[src/rtl/pattern_pkg.sv]
// Shared types and constants for the JESD loopback pattern burst controller
// and its loopback checker.
package pattern_pkg;

  typedef enum logic [1:0] {
    ST_IDLE,
    ST_RUN,
    ST_GAP,
    ST_FIN
  } state_t;

  localparam logic [3:0] PATTERN_TAIL    = 4'b1010;
  localparam int         PATTERN_CNT_W   = 10;
  localparam int         PATTERN_CNT_LSB = 4;

endpackage

[src/rtl/pattern_loop_checker.sv]
// Loopback checker: validates returned pattern words {count, 4'b1010} and keeps
// a saturating error count plus a sticky error flag.
module pattern_loop_checker
  import pattern_pkg::*;
#(
  parameter int ERR_W = 16
) (
  input  logic             CLK,
  input  logic             RST_N,
  input  logic             CLEAR,
  input  logic [31:0]      RX_DATA,
  input  logic             RX_VALID,
  output logic [ERR_W-1:0] ERR_CNT,
  output logic             ERR_FLAG
);

  localparam int UPPER_LSB = PATTERN_CNT_LSB + PATTERN_CNT_W;

  logic [PATTERN_CNT_W-1:0] exp_cnt;
  logic [PATTERN_CNT_W-1:0] rx_cnt;
  logic                     seeded;
  logic                     word_err;

  assign rx_cnt = RX_DATA[PATTERN_CNT_LSB +: PATTERN_CNT_W];

  // NOTE: every signal assigned in always_comb gets a default first, so no path leaves it unassigned and no latch is inferred.
  always_comb begin
    word_err = 1'b0;
    if (RX_DATA[PATTERN_CNT_LSB-1:0] != PATTERN_TAIL) word_err = 1'b1;
    if (RX_DATA[31:UPPER_LSB] != '0)                  word_err = 1'b1;
    if (seeded && (rx_cnt != exp_cnt))                word_err = 1'b1;
  end

  // A restart clears everything and discards a word arriving in the same cycle.
  // NOTE: state is updated with non-blocking assignments so every register samples pre-edge values.
  always_ff @(posedge CLK) begin
    if (!RST_N) begin
      exp_cnt  <= '0;
      seeded   <= 1'b0;
      ERR_CNT  <= '0;
      ERR_FLAG <= 1'b0;
    end else if (CLEAR) begin
      exp_cnt  <= '0;
      seeded   <= 1'b0;
      ERR_CNT  <= '0;
      ERR_FLAG <= 1'b0;
    end else if (RX_VALID) begin
      exp_cnt <= rx_cnt + PATTERN_CNT_W'(1);
      seeded  <= 1'b1;
      if (word_err) begin
        ERR_FLAG <= 1'b1;
        if (ERR_CNT != '1) ERR_CNT <= ERR_CNT + ERR_W'(1);
      end
    end
  end

endmodule

[src/rtl/pattern_burst_ctrl.sv]
// Burst sequencer for the test-pattern generator: NUM_BURSTS bursts of BURST_LEN
// unmuted cycles separated by GAP_LEN muted cycles, plus the RX loopback checker.
module pattern_burst_ctrl
  import pattern_pkg::*;
#(
  parameter int LEN_W = 16,
  parameter int NB_W  = 8,
  parameter int ERR_W = 16
) (
  input  logic             CLK,
  input  logic             RST_N,
  input  logic             START,
  input  logic             ABORT,
  input  logic [LEN_W-1:0] BURST_LEN,
  input  logic [LEN_W-1:0] GAP_LEN,
  input  logic [NB_W-1:0]  NUM_BURSTS,
  output logic             GEN_TRIG,
  output logic             BUSY,
  output logic             DONE,
  output logic [NB_W-1:0]  BURST_IDX,
  input  logic [31:0]      RX_DATA,
  input  logic             RX_VALID,
  output logic [ERR_W-1:0] ERR_CNT,
  output logic             ERR_FLAG
);

  state_t           state_q, state_d;
  logic [LEN_W-1:0] len_q, gap_q, cnt_q, cnt_d;
  logic [NB_W-1:0]  nb_q, idx_d;
  logic             start_ok;
  logic             trig_d, busy_d, done_d;

  assign start_ok = START && (state_q == ST_IDLE);

  // State, counters, latched config and registered outputs.
  always_ff @(posedge CLK) begin
    if (!RST_N) begin
      state_q   <= ST_IDLE;
      cnt_q     <= '0;
      len_q     <= '0;
      gap_q     <= '0;
      nb_q      <= '0;
      BURST_IDX <= '0;
      GEN_TRIG  <= 1'b1;
      BUSY      <= 1'b0;
      DONE      <= 1'b0;
    end else begin
      state_q   <= state_d;
      cnt_q     <= cnt_d;
      BURST_IDX <= idx_d;
      GEN_TRIG  <= trig_d;
      BUSY      <= busy_d;
      DONE      <= done_d;
      if (start_ok) begin
        len_q <= BURST_LEN;
        gap_q <= GAP_LEN;
        nb_q  <= NUM_BURSTS;
      end
    end
  end

  // cnt_q holds the cycles remaining in the current RUN/GAP phase minus one.
  always_comb begin
    state_d = state_q;
    cnt_d   = cnt_q;
    idx_d   = BURST_IDX;
    unique case (state_q)
      ST_IDLE: begin
        if (START) begin
          idx_d = '0;
          if ((BURST_LEN == '0) || (NUM_BURSTS == '0)) begin
            state_d = ST_FIN;
          end else begin
            state_d = ST_RUN;
            cnt_d   = BURST_LEN - LEN_W'(1);
          end
        end
      end
      ST_RUN: begin
        if (ABORT) begin
          state_d = ST_FIN;
        end else if (cnt_q == '0) begin
          if (BURST_IDX == nb_q - NB_W'(1)) begin
            state_d = ST_FIN;
          end else begin
            state_d = ST_GAP;
            cnt_d   = (gap_q == '0) ? '0 : gap_q - LEN_W'(1);
          end
        end else begin
          cnt_d = cnt_q - LEN_W'(1);
        end
      end
      ST_GAP: begin
        if (ABORT) begin
          state_d = ST_FIN;
        end else if (cnt_q == '0) begin
          state_d = ST_RUN;
          cnt_d   = len_q - LEN_W'(1);
          idx_d   = BURST_IDX + NB_W'(1);
        end else begin
          cnt_d = cnt_q - LEN_W'(1);
        end
      end
      ST_FIN: state_d = ST_IDLE;
      default: state_d = ST_IDLE;
    endcase
  end

  // Outputs are decoded from the next state and registered above.
  always_comb begin
    trig_d = (state_d != ST_RUN);
    busy_d = (state_d == ST_RUN) || (state_d == ST_GAP);
    done_d = (state_d == ST_FIN);
  end

  pattern_loop_checker #(
    .ERR_W (ERR_W)
  ) u_checker (
    .CLK      (CLK),
    .RST_N    (RST_N),
    .CLEAR    (start_ok),
    .RX_DATA  (RX_DATA),
    .RX_VALID (RX_VALID),
    .ERR_CNT  (ERR_CNT),
    .ERR_FLAG (ERR_FLAG)
  );

endmodule

[config.mk]
export PLATFORM = sky130hd
export DESIGN_NAME = pattern_burst_ctrl
export DESIGN_NICKNAME = d
export VERILOG_FILES = /design/src/rtl/pattern_pkg.sv /design/src/rtl/pattern_loop_checker.sv /design/src/rtl/pattern_burst_ctrl.sv
export SDC_FILE = /design/constraint.sdc
export NUM_CORES = 1
export LEC_CHECK = 0
export BUFFER_PORTS_ARGS = -buffer_cell sky130_fd_sc_hd__clkbuf_2
export CAP_MARGIN = 20
export CORE_ASPECT_RATIO = 1.2
export CORE_UTILIZATION = 60
export CTS_CLUSTER_DIAMETER = 120
export CTS_CLUSTER_SIZE = 28
export DETAILED_ROUTE_END_ITERATION = 10
export PLACE_DENSITY = 0.85
export SLEW_MARGIN = 20
export SYNTH_ARGS = -nofsm -noshare
export SYNTH_HDL_FRONTEND = slang
export SYNTH_SLANG_ARGS = --single-unit
[constraint.sdc]
create_clock -name CLK -period 5 [get_ports CLK]
set_clock_uncertainty 0.05 [all_clocks]
set_input_delay 0.25 -clock CLK [delete_from_list [all_inputs] [get_ports CLK]]
set_output_delay 0.25 -clock CLK [all_outputs]
set_load 0.005 [all_outputs]
==> flow_summary.yaml <==
timing:
  setup-violations-final: 0
  final_hold_viol_count: 0
  relSlewSlack_pct: 35.1
  min_period_over_period_pct: 62.3
  max_freq_mhz: 321
  tightest_slew_ns: 0.972
  slew_violations: 0
  setup_total_negative_slack_ns: 0
  rsz0062_at_grt: "no"
  min_period_ns: 3.12
global_routing:
  grt_pass1_vias: 5790
  grt-ovfl-total: 0
  grt_max_degree: 52
  grt_util_met1_pct: 40.7
  grt_usage_pct: 32.3
  grt_pass1_wl_um: 27000
  gr-max-usage-layer: "met2"
  grt_antenna_before_repair: 0
  use_met2_pct: 53.0
  met3_usage_pct: 5.19
critical_path:
  path_common_cell: "nor2_1"
  start_kind: "flop"
  path_buf_inv: 1
  max_stage_delay_ns: 0.73
  cpLargestDelayFamily: "simple AND/OR/NAND/NOR gates"
  cp_max_fo: 28
  path_cells: "inv_1 > ha_1 > nor2_1 > nor2_1 > a21oi_1 > a21o_2 > nor2_2 > o21ai_0 > o221a_2"
  critPathSlowestCell: "nor2_2"
  cp_data_required_time_ns: 5.19
  crit_arrival_ns: 3.30
  worst_setup_path_end_kind: "flop"
  setup.worst_path.class: "flop to flop"
floorplanning:
  design.core.area_um2: 9660
  start_util_pct: 62.4
  io-pin-count: 105
  die_area_um2: 10500
  row_count: 39
  die_h_um: 112
  die_w_um: 93.5
synthesis:
  avgSynthCellArea_um2: 7.59
  synth-seq-area-share_pct: 32.2
  ys.flop_type: "dfxtp_1"
  ys_seq_elements: 97
  synth.distinct_cells: 70
  synth-async-reset-ratio_pct: 0
  yosysWarningCount: 0
  synth_edf_count: 0
  synth_nets: 883
  syn_area_um2: 6030
  synthCells: 794
clock_tree:
  htreeDepth: 3
  root_buffer: "clkbuf_16"
  clk_pin_slew_ns: 0.07
  postCtsHoldBufs: 0
  cts.sinks: 97
  postCtsSetupBuffers: 0
  cts_buffer_depth: 2
  clock_latency_ns: 0.34
  cts_resized: 0
  cts_tree: "built"
  cts_made_buffers: 9
place:
  place_area_um2: 6570
  hpwlAfterDp_um: 12000
  portBuffers: 104
  dp_cells: 985
  place_congestion: 0.966
final_layout:
  n_antenna_cell: 0
  final_cells: 1001
  finalInstanceArea_um2: 6880
  synthToLayoutAreaGrowth_pct: 14.2
  finalNetCount: 962
  post-route-util_pct: 71.3
  drive_gt1_share_pct: 16.9
drt:
  via_per_inst: 6.05
  routed-via-count: 6060
  wirelength_um: 16300
  drt-wirelength-per-cell_um: 16.3
  drtIter0Drc: 304
  drc: 0
  drtAntennaViolNets: 0
  drtPass1Iterations: 5
run:
  max_cap_violations: 0
power:
  p_leak_nw: 2.71
  vdd_ir_drop_max_mv: 0.244
  p_per_area_nw_per_um2: 371
hold_path:
  min_path_type: "input port to flop"
run_status:
  outcome: "completed"
==> layout by cell type (no fill, tap or decap), drive strengths merged, types with 4 or more instances in the layout <==
master and count:
nand2 124, clkbuf 114, dfxtp 97, nor2 70, a21oi 67, o21ai 47, xnor2 46, xor2 37
nand3 26, nand4 23, nor3 22, nor4 22, inv 21, a211oi 14, and3 12, ha 12
or3 9, or4 9, nand2b 8, and2 7, a31oi 7, a22o 5, buf 5, nor3b 5
nor4b 4, a22oi 4, a21boi 4, o31ai 4
==> registers in the layout (all words and copies together), names as in the netlist <==
name / count
DONE: 1
GEN_TRIG: 1
cnt_q: 16
u_checker.seeded: 1
BURST_IDX: 8
gap_q: 16
nb_q: 8
state_q: 2
u_checker.ERR_CNT: 16
u_checker.ERR_FLAG: 1
len_q: 16
BUSY: 1
u_checker.exp_cnt: 10
==> per-layer routing <==
metal  vias up  part of all wire [%]
li1       2973                     -
met1      2809                    42
met4         0                   4.0
met5         -                     0
met2       226                    48
met3        52                   6.4
==> final timing paths <==
kind | from | endpoint | slack (ns) | cells past startpoint
hold / removal | GAP_LEN[15] | gap_q[15]$_SDFFE_PN0P_ | 0.08 | 3
setup reg to reg | state_q[0]$_SDFF_PN0_ | cnt_q[13]$_SDFFE_PN0P_ | 1.88 | 9
hold reg to reg | u_checker.seeded$_SDFFE_PP0P_ | u_checker.seeded$_SDFFE_PP0P_ | 0.42 | 2
setup / recovery | state_q[0]$_SDFF_PN0_ | cnt_q[13]$_SDFFE_PN0P_ | 1.88 | 9
==> cells in the mapped netlist, drive strengths merged (4+ instances only) <==
library cell	number	share of area, %
nand3	26	2.2
dfxtp	97	32
o21ai	47	4.0
a21oi	67	5.6
nor3	22	1.9
o31ai	4	0.58
or3	9	0.93
clkbuf	29	1.8
inv	21	1.3
nand4	23	2.4
a211oi	14	1.8
and2	7	0.73
nand2	124	7.7
nor3b	5	0.71
nand2b	8	0.83
a31oi	7	0.73
or4	9	1.2
buf	12	1.0
ha	12	2.5
nor2	70	4.4
xnor2	46	6.7
nor4b	4	0.58
a22oi	4	0.50
and3	12	1.2
a22o	5	0.73
a21boi	4	0.56
nor4	22	3.0
xor2	37	5.4
==> through the flow <==
| stage | power [mW] | setup slack, ns | hold WS (ns) |
|---|---|---|---|
| 2_1_floorplan | 1.59 | 2.54 | 0.299 |
| 4_1_cts | 2.54 | 1.93 | 0.0647 |
| 3_5_place_dp | 1.80 | 1.94 | 0.406 |
| 5_1_grt | 2.69 | 1.63 | 0.0804 |
| 6_report | 2.55 | 1.88 | 0.0750 |
| 3_3_place_gp | 1.78 | 2.12 | 0.406 |
==> worst reg2reg max path, delay by kind of cell (launching register included) <==
kind | cells | cell delay (ns)
and+or+nand+nor | 3 | 1.09
AOI/OAI and AO/OA | 4 | 0.80
adders and majority gates | 1 | 0.64
DFF | 1 | 0.34
buffers and inverters | 1 | 0.09
==> kinds of logic after synthesis <==
family	share of synthesized area [%]
simple gates	29.5
compound gates	18.6
flops	32.2
xor+xnor	12.1
buf+inv	4.11
fa+ha+maj	2.49
mux	1.06
==> cell type report <==
type | instances | area, um2
inverter | 21 | 78.8
multi-input combinational | 635 | 3840
clock buffer | 10 | 229
timing repair buffer | 109 | 558
tap | 123 | 154
sequential | 97 | 1940
fill | 790 | 2780
clock inverter | 6 | 82.6
==> power by group <==
part / switching (mW) / total, mW / leakage, nW / internal, mW
registers: 0.0984 / 0.944 / 0.794 / 0.846
clock network: 0.301 / 0.737 / 0.152 / 0.436
logic: 0.524 / 0.870 / 1.76 / 0.346
total: 0.924 / 2.55 / 2.71 / 1.63
(Power assumes the default switching activity.)
